===== config.mk =====
export PLATFORM = sky130hd
export DESIGN_NAME = alu_control_unit
export DESIGN_NICKNAME = d
export VERILOG_FILES = /design/src/rtl/alu_control_unit.sv
export SDC_FILE = /design/constraint.sdc
export NUM_CORES = 1
export LEC_CHECK = 0
export BUFFER_PORTS_ARGS = -buffer_cell sky130_fd_sc_hd__buf_2
export CAP_MARGIN = 20
export CORE_AREA = 10 10 47 49
export CTS_CLUSTER_DIAMETER = 150
export DETAILED_ROUTE_END_ITERATION = 16
export DIE_AREA = 0 0 57 59
export REMOVE_ABC_BUFFERS = 1
export SKIP_CTS_REPAIR_TIMING = 1
export SLEW_MARGIN = 20
export SYNTH_ARGS = -nofsm -noshare
export SYNTH_HDL_FRONTEND = slang
export SYNTH_SLANG_ARGS = --single-unit

===== constraint.sdc =====
create_clock -name clk -period 1 [get_ports clk]
set_input_delay 0.25 -clock clk [delete_from_list [all_inputs] [get_ports clk]]
set_output_delay 0.25 -clock clk [all_outputs]
set_load 0.02 [all_outputs]

===== src/rtl/alu_control_unit.sv =====
// ALU control decoder: maps ALUop and the R-type function field to a registered
// 3-bit ALU operation select, and flags combinations that cannot be decoded.
module alu_control_unit (
   input  logic       clk,
   input  logic       reset,
   output logic [2:0] alu_ctr,
   input  logic [5:0] function_code,
   input  logic [2:0] ALUop,
   output logic       illegal
);

   // ALU operation encodings
   localparam logic [2:0] CtrAnd = 3'b000;
   localparam logic [2:0] CtrOr  = 3'b001;
   localparam logic [2:0] CtrAdd = 3'b010;
   localparam logic [2:0] CtrSub = 3'b110;
   localparam logic [2:0] CtrSlt = 3'b111;

   // ALUop classes from main control
   localparam logic [2:0] OpAdd   = 3'b000;
   localparam logic [2:0] OpSub   = 3'b001;
   localparam logic [2:0] OpAnd   = 3'b100;
   localparam logic [2:0] OpOr    = 3'b101;
   localparam logic [2:0] OpSlt   = 3'b110;
   localparam logic [2:0] OpRType = 3'b111;

   // R-type function field values (all six bits compared)
   localparam logic [5:0] FnAdd = 6'b000010;
   localparam logic [5:0] FnSub = 6'b000011;
   localparam logic [5:0] FnAnd = 6'b000100;
   localparam logic [5:0] FnOr  = 6'b000101;
   localparam logic [5:0] FnSlt = 6'b000111;

   logic [2:0] alu_ctr_d;
   logic       illegal_d;

   // Decode the current inputs; undecodable combinations fall back to add
   always_comb begin
      alu_ctr_d = CtrAdd;
      illegal_d = 1'b0;
      case (ALUop)
         OpAdd:   alu_ctr_d = CtrAdd;
         OpSub:   alu_ctr_d = CtrSub;
         OpAnd:   alu_ctr_d = CtrAnd;
         OpOr:    alu_ctr_d = CtrOr;
         OpSlt:   alu_ctr_d = CtrSlt;
         OpRType: begin
            case (function_code)
               FnAdd:   alu_ctr_d = CtrAdd;
               FnSub:   alu_ctr_d = CtrSub;
               FnAnd:   alu_ctr_d = CtrAnd;
               FnOr:    alu_ctr_d = CtrOr;
               FnSlt:   alu_ctr_d = CtrSlt;
               default: begin
                  alu_ctr_d = CtrAdd;
                  illegal_d = 1'b1;
               end
            endcase
         end
         default: begin
            alu_ctr_d = CtrAdd;
            illegal_d = 1'b1;
         end
      endcase
   end

   // Register the decode; reset overrides whatever is on the inputs
   always_ff @(posedge clk) begin
      if (reset) begin
         alu_ctr <= CtrAdd;
         illegal <= 1'b0;
      end else begin
         alu_ctr <= alu_ctr_d;
         illegal <= illegal_d;
      end
   end

endmodule


**Word-level counts from Yosys, hierarchy flattened**

Index checks and enable logic that the tools add are counted.

- Bits in registers: 4
- Bits in latches: 0
- RAM bits: 0
- Bits in read-only memories: 0
- Input bits: 11
- Output and inout bits: 4
- Logic and storage cells: 19
- Memories kept: 0

- Add/sub/neg operators: 0
- $mul: 0
- Div/mod/pow operators: 0
- $lt $le $gt $ge: 0
- Equality and inequality tests: 10
- Shifts and indexed selects: 0
- Muxes and demuxes: 4
- Bitwise operators: 0
- Reductions and logical operators: 3

Operator list:

| cell | number |
|---|---|
| == test 6 x 3 -> 1 bit (second input constant) | 3 |
| case mux 3 bit (5 select lines) | 1 |
| == test 3 bit (second input constant) | 4 |
| == test 6 x 2 -> 1 bit (second input constant) | 2 |
| case mux 3 bit (4 select lines) | 1 |
| OR reduction 5 bit | 2 |
| == test 3 x 1 -> 1 bit (second input constant) | 1 |
| zero test 3 bit | 1 |
| case mux 1 bit (2 select lines) | 1 |
| two-way mux 1 bit | 1 |

**Logic depth before layout (Yosys ltp)**

- Word-level depth: 4
- Depth in mapped cells: 3
- Gate-level depth less buffers: 3

**Least setup slack after synthesis**

Ideal clock, no wire load.

- Path type: input to register
- Start: input function_code[5]
- End: register illegal
- Setup time: 0.121 ns
- Arrival: 0.926 ns
- Data required time: 0.879 ns
- Path slack: -0.048 ns
- Cell stages on the path: 3
- Buffers on the path: 0
- Cell sequence: or3_4 o31ai_2 a21oi_1

- Cells in the longest elaborated chain, start to end: 4
- Elaborated cells on any way between the ends: 8
- Classes of those cells: 5 x eq/ne; 2 x mux; 1 x reduce/logical

Ends and longest elaborated chain:

| item | line | text |
|---|---|---|
| from (decl) | 7 | `input logic [5:0] function_code,` |
| == test 6 x 3 -> 1 bit or == test 6 x 2 -> 1 bit (tied branches) | 48 | `case (function_code)` |
| OR reduction 5 bit (no line) * | n/a |  |
| two-way mux 1 bit * | 48 |  |
| case mux 1 bit (2 select lines) * | 41 | `case (ALUop)` |
| to (signal assigned) | 74 | `illegal <= illegal_d;` |
| to (decl) | 9 | `output logic illegal` |

Mark *: on every way between the ends. The rest lies on a longest branch, timed or not.
A chain may end at the register's enable or synchronous reset.

**Worst setup path in the final report**

Same ends and word-level chain as after synthesis.

==> reports/summary.txt <==
Area post-placement: 297.8 sq um
Ys async rst share: 0
Worst-path maximum fanout: 2
Drt first pass iters: 2
Cells after synthesis: 23
Placed insts: 54
H-Tree Depth: 1
Slew Limit Headroom: 0.8265
Final Critical Period: 0.9680 ns
Worst Hold Path EP: alu_ctr[2]
Routed via count: 233
Crit path from: function_code[5]
Area of the die: 0.003363 sq mm
Die width: 57 microns
Fillcell total: 174
Drt wl/cell: 10.68 microns
WP data required: 1.11 ns
Synth area leader: dfxtp_1
Final non-filler cell area: 326.6 sq um
Endpoints failing hold: 0
CTS Buf Count: 3
Flops & latches, synth: 4
Synth Warn #: 0
Crit share post-route: 0.9680
Die H: 59 microns
Worst min-delay path class: in -> reg
Post-synth EDFFs: 0
Number of distinct library cells after synthesis: 15
Mapped Area: 200.2 sq um
Area share of the largest cell type after synthesis: 0.4000
Power Density: 1363 mW/mm^2
Status: finished clean
Hpwl dp: 505 microns
Lkg Pwr: 0.1457 nW
Setup Viol. Count Final: 0
CTS tree: built
Hold depth: 2
CP Launch Type: input pin
Area contributors post-synth: dfxtp_1, nand2_1, a31oi_1
HP Start: reset
Final net count: 54
Antenna cell count: 0
Initial DRC Count: 4
Global-route wire length before repair: 1041 microns
Clock buffer depth: 2
# rows: 14
Max_cap viols: 0
P&R area growth vs syn: 63.12%
Initial core utilization: 0.1429
Initial antenna violation count: 0
Area of the core: 0.001401 sq mm
Vias in the first global route: 257
ANT nets after route: 0
Actual transition at the worst max-transition pin: 0.2596 ns
Max-slew violations: 0
Crit. End Element: flip-flop
Largest net degree at the start of global routing: 8
WHS: 0.2062 ns
Clock Sinks: 4
Finished Core Util: 0.2330
Final setup margin: 0.03198 ns
Dominant synthesized flop cell: dfxtp_1
Global route overflow: 0
Final wirelength: 609 microns
Syn_area_per_cell: 8.704 sq um
Crit Path Class: in -> reg
Clock Pin Slew Worst Setup and Hold Paths: 0.04 ns
Seq/Total Area, Yosys: 0.4000
Crit path DAT: 1.08 ns
PortBufs: 14
RSZ-0062 raised after global routing: true
Commonest cells in the synthesized netlist: dfxtp_1, nand2_1, a31oi_1, nor2_1
Setup WS pre-CTS: -0.1999 ns
GP Congestion: 0.7546
FMAX: 1.033 GHz
Total chip power: 0.4451 mW
IO Pins: 15
CTS root buf: clkbuf_4
# DRC: 0
Share of layout cells above drive strength 1: 0.5122
Gr usage total: 0.04231
VDD IR max: 0.0002610 V
Final non-filler cell total: 57
Vias per Instance: 4.088
TNS Setup: 0 ns
==> power by group <==
group          switching (mW)  internal (mW)  total (mW)
Clock                  0.0611          0.134       0.195
Combinational          0.0434         0.0370      0.0804
Sequential            0.00138          0.168       0.170
==> state kept, by name (all words and copies together), names as in the netlist <==
name     flops
illegal      1
alu_ctr      3
==> area by class of cell <==
cell class	count	area, sq um	share of cell area
timing repair buffer	15	77.57	0.2375
multi-input combinational	19	126.4	0.3870
clock buffer	3	22.52	0.06897
tap	16	20.02	0.06130
sequential	4	80.08	0.2452
==> cells by family (layout without fill, tap and decap cells) <==
group,Yosys count,count (layout),share of synthesized area
AND/OR/NAND/NOR,13,13,0.3876
buffers and inverters,0,18,0
flip-flops,4,4,0.4000
AO/OA/AOI/OAI,6,6,0.2124
==> metal layers <==
layer | up-vias | track usage | part of all wire
met1 | 96 | 0.04858 | 0.51
met5 | - | 0 | 0
met4 | 0 | 0.06040 | 0.015
met3 | 2 | 0.02575 | 0.11
li1 | 122 | - | -
met2 | 13 | 0.04186 | 0.37
==> critical path, stage by stage <==
cell and delay [ns]:
buf_2 0.11, or3_4 0.39, o31ai_2 0.24, a21oi_1 0.09
==> layout by cell type, fill, tap and decap left out, types with 2 or more instances in the layout <==
cell type and count:
nor2_1 2, clkbuf_4 3, nand2_1 4, dfxtp_1 4
buf_2 14, a31oi_1 2
==> how the worst max path moves through the flow <==
stage | to | slack (ns) | depth (start not counted)
floorplan | illegal | -0.05 | 3
global placement | illegal | -0.18 | 4
detailed placement | illegal | -0.20 | 4
CTS | illegal | 0.05 | 4
global route | illegal | -0.03 | 4
finish | illegal | 0.03 | 4
Note: power is estimated with default switching activity, not from simulation.
